## config.mk

```make
export PLATFORM = sky130hd
export DESIGN_NAME = clock_controller_flat
export DESIGN_NICKNAME = d
export VERILOG_FILES = /design/src/rtl/clock_controller_if.sv /design/src/rtl/clock_controller.sv /design/src/flat_wrapper.sv
export SDC_FILE = /design/constraint.sdc
export NUM_CORES = 1
export LEC_CHECK = 0
export ABC_CLOCK_PERIOD_IN_PS = 7160
export CORE_AREA = 2 2 82 100
export DETAILED_ROUTE_END_ITERATION = 7
export DIE_AREA = 0 0 84 102
export PLACE_DENSITY = 0.8
export SLEW_MARGIN = 5
export SYNTH_ARGS = -nofsm -noshare
export SYNTH_HDL_FRONTEND = slang
export SYNTH_SLANG_ARGS = --single-unit
```

## constraint.sdc

```tcl
create_clock -name clk -period 7.16 [get_ports clk]
set_input_delay 1.79 -clock clk [delete_from_list [all_inputs] [get_ports clk]]
set_output_delay 1.79 -clock clk [all_outputs]
set_load 0.05 [all_outputs]
```

## src/rtl/clock_controller_if.sv

```systemverilog
// Bus bundle for clock_controller: control inputs from the host side and
// the generated CPU clock with its status strobes.
interface clock_controller_if #(
  parameter int DIV_W   = 24,
  parameter int BURST_W = 8
);
  logic [1:0]         mode;
  logic [DIV_W-1:0]   div;
  logic               step_btn;
  logic [BURST_W-1:0] burst_len;
  logic               halt;
  logic               cpu_clk;
  logic               rise_pulse;
  logic               burst_done;
  logic               halted;

  modport master (
    output mode, div, step_btn, burst_len, halt,
    input  cpu_clk, rise_pulse, burst_done, halted
  );

  modport slave (
    input  mode, div, step_btn, burst_len, halt,
    output cpu_clk, rise_pulse, burst_done, halted
  );
endinterface

```

## src/rtl/clock_controller.sv

```systemverilog
// CPU clock generator: free-run, single-step and burst modes driven by a
// debounced step button, with a sticky halt that never truncates a high phase.
module clock_controller #(
  parameter int DIV_W           = 24,
  parameter int DEBOUNCE_CYCLES = 270000,
  parameter int BURST_W         = 8
) (
  input logic               clk,
  input logic               rst,
  clock_controller_if.slave bus
);

  localparam logic [1:0] ST_LOW  = 2'd0;
  localparam logic [1:0] ST_HIGH = 2'd1;
  localparam logic [1:0] ST_HALT = 2'd2;

  localparam logic [1:0] MODE_FREE  = 2'd0;
  localparam logic [1:0] MODE_STEP  = 2'd1;
  localparam logic [1:0] MODE_BURST = 2'd2;

  localparam int              DB_W    = $clog2(DEBOUNCE_CYCLES + 1);
  localparam logic [DB_W-1:0] DB_LAST = DB_W'(DEBOUNCE_CYCLES - 1);

  // Button synchronizer and debouncer
  logic            sync_1, sync_2;
  logic            db_level, db_prev;
  logic [DB_W-1:0] db_cnt;
  logic            step_req;

  // NOTE: sequential state is assigned with <= so every flop samples the
  // pre-edge values; blocking here would chain the synchronizer into one flop.
  always_ff @(posedge clk) begin
    if (rst) begin
      sync_1   <= 1'b0;
      sync_2   <= 1'b0;
      db_level <= 1'b0;
      db_prev  <= 1'b0;
      db_cnt   <= '0;
    end else begin
      sync_1  <= bus.step_btn;
      sync_2  <= sync_1;
      db_prev <= db_level;
      if (sync_2 != db_level) begin
        if (db_cnt == DB_LAST) begin
          db_level <= sync_2;
          db_cnt   <= '0;
        end else begin
          db_cnt <= db_cnt + 1'b1;
        end
      end else begin
        db_cnt <= '0;
      end
    end
  end

  assign step_req = db_level & ~db_prev;

  // Clock FSM state
  logic [1:0]         state, state_n;
  logic [DIV_W-1:0]   phase_cnt, cnt_n;
  logic [DIV_W-1:0]   div_q, div_q_n;
  logic [BURST_W-1:0] steps_left, steps_n;
  logic [1:0]         mode_q, mode_q_n;
  logic               halt_pend, halt_pend_n;
  logic               enter_high, done_n;

  logic [1:0]         mode_eff;
  logic               mode_chg;
  logic [DIV_W-1:0]   lim;
  logic               phase_end;
  logic [BURST_W-1:0] steps_eff;
  logic [BURST_W-1:0] load_n;

  always_comb begin
    unique case (bus.mode)
      2'd0:    mode_eff = MODE_FREE;
      2'd2:    mode_eff = MODE_BURST;
      default: mode_eff = MODE_STEP;
    endcase
  end

  // The first cycle of a phase compares against live div; later cycles use the copy taken then.
  assign lim       = (phase_cnt == '0) ? bus.div : div_q;
  assign phase_end = (phase_cnt == lim);
  assign mode_chg  = (mode_eff != mode_q);
  assign steps_eff = mode_chg ? '0 : steps_left;
  assign load_n    = (mode_eff == MODE_BURST && bus.burst_len != '0)
                   ? bus.burst_len - 1'b1 : '0;

  // NOTE: every signal gets a default before the case so no path leaves it
  // unassigned, which would otherwise infer a latch.
  always_comb begin
    state_n     = state;
    cnt_n       = phase_cnt;
    div_q_n     = (phase_cnt == '0) ? bus.div : div_q;
    steps_n     = steps_left;
    mode_q_n    = mode_q;
    halt_pend_n = halt_pend;
    enter_high  = 1'b0;
    done_n      = 1'b0;

    unique case (state)
      ST_LOW: begin
        mode_q_n = mode_eff;
        steps_n  = steps_eff;
        if (bus.halt) begin
          state_n = ST_HALT;
          cnt_n   = '0;
          steps_n = '0;
        end else if (mode_eff == MODE_FREE || steps_eff != '0) begin
          if (phase_end) begin
            state_n    = ST_HIGH;
            cnt_n      = '0;
            enter_high = 1'b1;
            if (mode_eff != MODE_FREE) steps_n = steps_eff - 1'b1;
          end else begin
            cnt_n = phase_cnt + 1'b1;
          end
        end else begin
          // Idle between step sequences: hold the counter at phase start
          cnt_n = '0;
          if (step_req) begin
            state_n    = ST_HIGH;
            enter_high = 1'b1;
            steps_n    = load_n;
          end
        end
      end

      ST_HIGH: begin
        if (bus.halt) halt_pend_n = 1'b1;
        if (phase_end) begin
          cnt_n       = '0;
          halt_pend_n = 1'b0;
          if (bus.halt || halt_pend) begin
            state_n = ST_HALT;
            steps_n = '0;
          end else begin
            state_n = ST_LOW;
            done_n  = (mode_q != MODE_FREE) && (steps_left == '0);
          end
        end else begin
          cnt_n = phase_cnt + 1'b1;
        end
      end

      default: begin
        state_n     = ST_HALT;
        cnt_n       = '0;
        steps_n     = '0;
        halt_pend_n = 1'b0;
      end
    endcase
  end

  always_ff @(posedge clk) begin
    if (rst) begin
      state          <= ST_LOW;
      phase_cnt      <= '0;
      div_q          <= '0;
      steps_left     <= '0;
      mode_q         <= MODE_FREE;
      halt_pend      <= 1'b0;
      bus.cpu_clk    <= 1'b0;
      bus.rise_pulse <= 1'b0;
      bus.burst_done <= 1'b0;
      bus.halted     <= 1'b0;
    end else begin
      state          <= state_n;
      phase_cnt      <= cnt_n;
      div_q          <= div_q_n;
      steps_left     <= steps_n;
      mode_q         <= mode_q_n;
      halt_pend      <= halt_pend_n;
      bus.cpu_clk    <= (state_n == ST_HIGH);
      bus.rise_pulse <= enter_high;
      bus.burst_done <= done_n;
      bus.halted     <= (state_n == ST_HALT);
    end
  end

endmodule

```

## src/flat_wrapper.sv

```systemverilog
// flat-port wrapper written by rule: the top's interface ports become plain ports
module clock_controller_flat 
#(
  parameter int DIV_W           = 24,
  parameter int DEBOUNCE_CYCLES = 270000,
  parameter int BURST_W         = 8
)
  (clk, rst, bus_mode, bus_div, bus_step_btn, bus_burst_len, bus_halt, bus_cpu_clk, bus_rise_pulse, bus_burst_done, bus_halted);
  clock_controller_if #(.DIV_W(DIV_W), .BURST_W(BURST_W)) bus_i ();
  input logic clk;
  input logic rst;
  input wire logic [$bits(bus_i.mode)-1:0] bus_mode;
  input wire logic [$bits(bus_i.div)-1:0] bus_div;
  input wire logic [$bits(bus_i.step_btn)-1:0] bus_step_btn;
  input wire logic [$bits(bus_i.burst_len)-1:0] bus_burst_len;
  input wire logic [$bits(bus_i.halt)-1:0] bus_halt;
  output wire logic [$bits(bus_i.cpu_clk)-1:0] bus_cpu_clk;
  output wire logic [$bits(bus_i.rise_pulse)-1:0] bus_rise_pulse;
  output wire logic [$bits(bus_i.burst_done)-1:0] bus_burst_done;
  output wire logic [$bits(bus_i.halted)-1:0] bus_halted;
  assign bus_i.mode = bus_mode;
  assign bus_i.div = bus_div;
  assign bus_i.step_btn = bus_step_btn;
  assign bus_i.burst_len = bus_burst_len;
  assign bus_i.halt = bus_halt;
  assign bus_cpu_clk = bus_i.cpu_clk;
  assign bus_rise_pulse = bus_i.rise_pulse;
  assign bus_burst_done = bus_i.burst_done;
  assign bus_halted = bus_i.halted;
  clock_controller #(.DIV_W(DIV_W), .DEBOUNCE_CYCLES(DEBOUNCE_CYCLES), .BURST_W(BURST_W)) u_core (.clk(clk), .rst(rst), .bus(bus_i));
endmodule
```

==> impl_metrics.yaml <==
status:
  status: "finished, final reports clean"
floorplanning:
  core_mm2: 0.00758
  io_pins: 42
  die_w_um: 84
  initial_core_util_pct: 60.8
  rows: 35
  die_y_um: 102
  dieArea_mm2: 0.00857
setup_path:
  ff2ff_setup_slack_ps: 3400
  worstPathArrival_ps: 5040
  path_class: "input pin to flip-flop"
  required_ps: 7400
  reg2reg_to: "u_core.steps_left[6]"
  r2r.worst_path.cells: 11
  cp_max_fo: 24
  reg2reg_from: "u_core.phase_cnt[0]"
  cp-end-kind: "flip-flop"
  cp-start-kind: "input pin"
clock_tree:
  clkLatencyLatePin_ps: 360
  cts.sinks: 88
  cts_buffer_depth: 2
  h-tree-depth: 3
  clkTransAtPathRegs_ps: 100
  numCtsBuffers: 9
  holdBufCountCts: 0
  ctsResizeCount: 0
  root_buffer: "clkbuf_8"
  cts_tree: "built"
  postCtsSetupBuffers: 0
global_routing:
  grt_pass1_wl_um: 19100
  grt_max_degree: 38
  grt_pass1_vias: 4053
  grt_util_all_layers_pct: 27.8
  antenna_found_initial: 0
  grt.overflow.total: 0
power:
  p_leak_nw: 1.91
  power_density_mw_per_mm2: 177
  ir_drop_uv: 115
route:
  wl_um: 11500
  drt_iter0_drc: 212
  first_pass_iters: 5
  antenna_left: 0
  viasPerCell: 5.90
  remaining_drc_errors: 0
  avgRoutedWirePerCell_um: 16.1
  dr_total_vias: 4214
synth:
  syn_nets: 631
  synth_most_common_cell: "dfxtp_1"
  yosysUniqueCellTypes: 60
  netlist_instances: 587
  yosysWarnings: 0
  yosys.area.top_type: "dfxtp_1"
  synthTopCellsByArea: "dfxtp_1 (38%), xnor2_1 (6.8%), nand2_1 (6.4%), nor2_1 (6.4%), xor2_1 (5.1%)"
  synth_edf_count: 0
  ys_seq_area_share_pct: 38.3
  syn_avg_cell_area_um2: 7.84
  ys_ff_latch: 88
  synth_top_area_share_pct: 38.3
  synthFlopType: "dfxtp_1"
  synth_common_cells: "dfxtp_1 (88), nand2_1 (79), nor2_1 (79)"
  async_flop_share_pct: 0
  synth.cell_area_mm2: 0.00460
sta:
  rsz0062_at_grt: "no"
  skew_ps: 11.9
  fin_crit_sh_pct: 67.0
  final-setup-viol-count: 0
  hold_ws_ps: 463
  max_freq_mhz: 208
  hold_viol: 0
  worst_slew_pin_slew_ps: 1130
  fin_crit_ps: 4800
  max_slew_margin_pct: 24.9
  finalMaxSlewViolations: 0
  fin_tns_setup_ps: 0
min_path:
  whs_path_depth: 1
  hold_end: "u_core.sync_2"
  hold_path.class: "flip-flop to flip-flop"
  hold_start: "u_core.sync_1"
cells_and_area:
  nFillCells: 651
  drive_gt1_share_pct: 4.50
  nNetsFinal: 661
  area_growth_syn_to_layout_pct: 13.6
  diodes: 0
place:
  dp_hpwl_um: 8480
  portBuffers: 41
  globalplace.congestion: 0.922
job:
  drv_cap: 0
[layout make-up]
cell class | instances | area, µm² | area share, %
Multi-Input combinational cell | 446 | 2630 | 50.2
Sequential cell | 88 | 1760 | 33.7
Timing Repair Buffer | 46 | 448 | 8.56
Clock buffer | 11 | 141 | 2.70
Tap cell | 92 | 115 | 2.20
Inverter | 26 | 97.6 | 1.87
Clock inverter | 5 | 41.3 | 0.789
[cells by family (layout without fill, tap and decap cells)]
group	count (synthesis)	after routing	synth area share (%)
AND/OR/NAND/NOR	266	266	27.4
multiplexers	8	8	1.74
adder cells (fa/ha/maj)	6	6	1.63
flip-flops	88	88	38.3
buffers and inverters	53	88	4.67
AO/OA/AOI/OAI	103	103	14.3
XOR/XNOR	63	63	12.0
[cells in the final DEF, fill, tap and decap left out, types with 15 or more instances in the layout]
cell type	count
o21ai_0	17
nand3_1	21
nand4_1	15
a21oi_1	41
xnor2_1	36
inv_1	26
nor2_1	79
nand2_1	79
dfxtp_1	88
clkdlybuf4s50_1	41
xor2_1	27
[power breakdown]
group | switching, mW | internal [mW]
registers | 0.00914 | 0.501
clock network | 0.184 | 0.139
logic | 0.0493 | 0.0442
[through the flow]
stage,total power [mW],setup slack (ps),cells,util (%),instance area [µm²]
2_1_floorplan,0.571,2840,587,-,4600
3_3_place_gp,0.612,2180,698,66.7,5050
3_5_place_dp,0.614,2050,698,66.7,5050
4_1_cts,0.932,2410,714,69.1,5230
5_1_grt,0.967,2040,714,69.1,5230
6_report,0.926,2360,714,69.1,5230
[critical path, stage by stage]
cell             delay, ps
clkdlybuf4s50_1        580
xor2_1                 210
o31ai_1                 80
buf_4                  190
nand2_1                140
ha_1                   160
o21ai_0                190
a21oi_1                620
and2_0                 380
nor2_1                  80
o211ai_1               210
buf_4                  320
nor2_1                  90
[how the worst max path moves through the flow]
stage	to	cells past startpoint	slack (ps)	startpoint
final	u_core.phase_cnt[3]	13	2360	bus_mode[1]
after global routing	u_core.phase_cnt[3]	13	2040	bus_mode[1]
after global placement	u_core.phase_cnt[15]	13	2180	bus_mode[1]
after CTS	u_core.phase_cnt[3]	13	2410	bus_mode[1]
after detailed placement	u_core.phase_cnt[3]	13	2050	bus_mode[1]
after floorplan	u_core.phase_cnt[16]	14	2840	bus_mode[0]
[routing by layer]
metal  vias to the layer above  part of all wire, %  global-route usage (%)
met2                       137                   52                    50.3
met5                         -                    0                       0
li1                       2078                    -                       -
met3                        35                  4.5                    5.41
met1                      1964                   40                    31.4
met4                         0                  3.8                    14.3
[sequential cells by signal, summed over array words and instances, names as in the netlist]
signal                 flops
u_core.state               2
u_core.db_level            1
u_core.db_cnt             19
u_core.mode_q              2
u_core.sync_1              1
u_core.bus.halted          1
u_core.bus.rise_pulse      1
u_core.div_q              24
u_core.bus.cpu_clk         1
u_core.db_prev             1
u_core.steps_left          8
u_core.sync_2              1
u_core.halt_pend           1
u_core.phase_cnt          24
u_core.bus.burst_done      1
(Power assumes the default switching activity.)
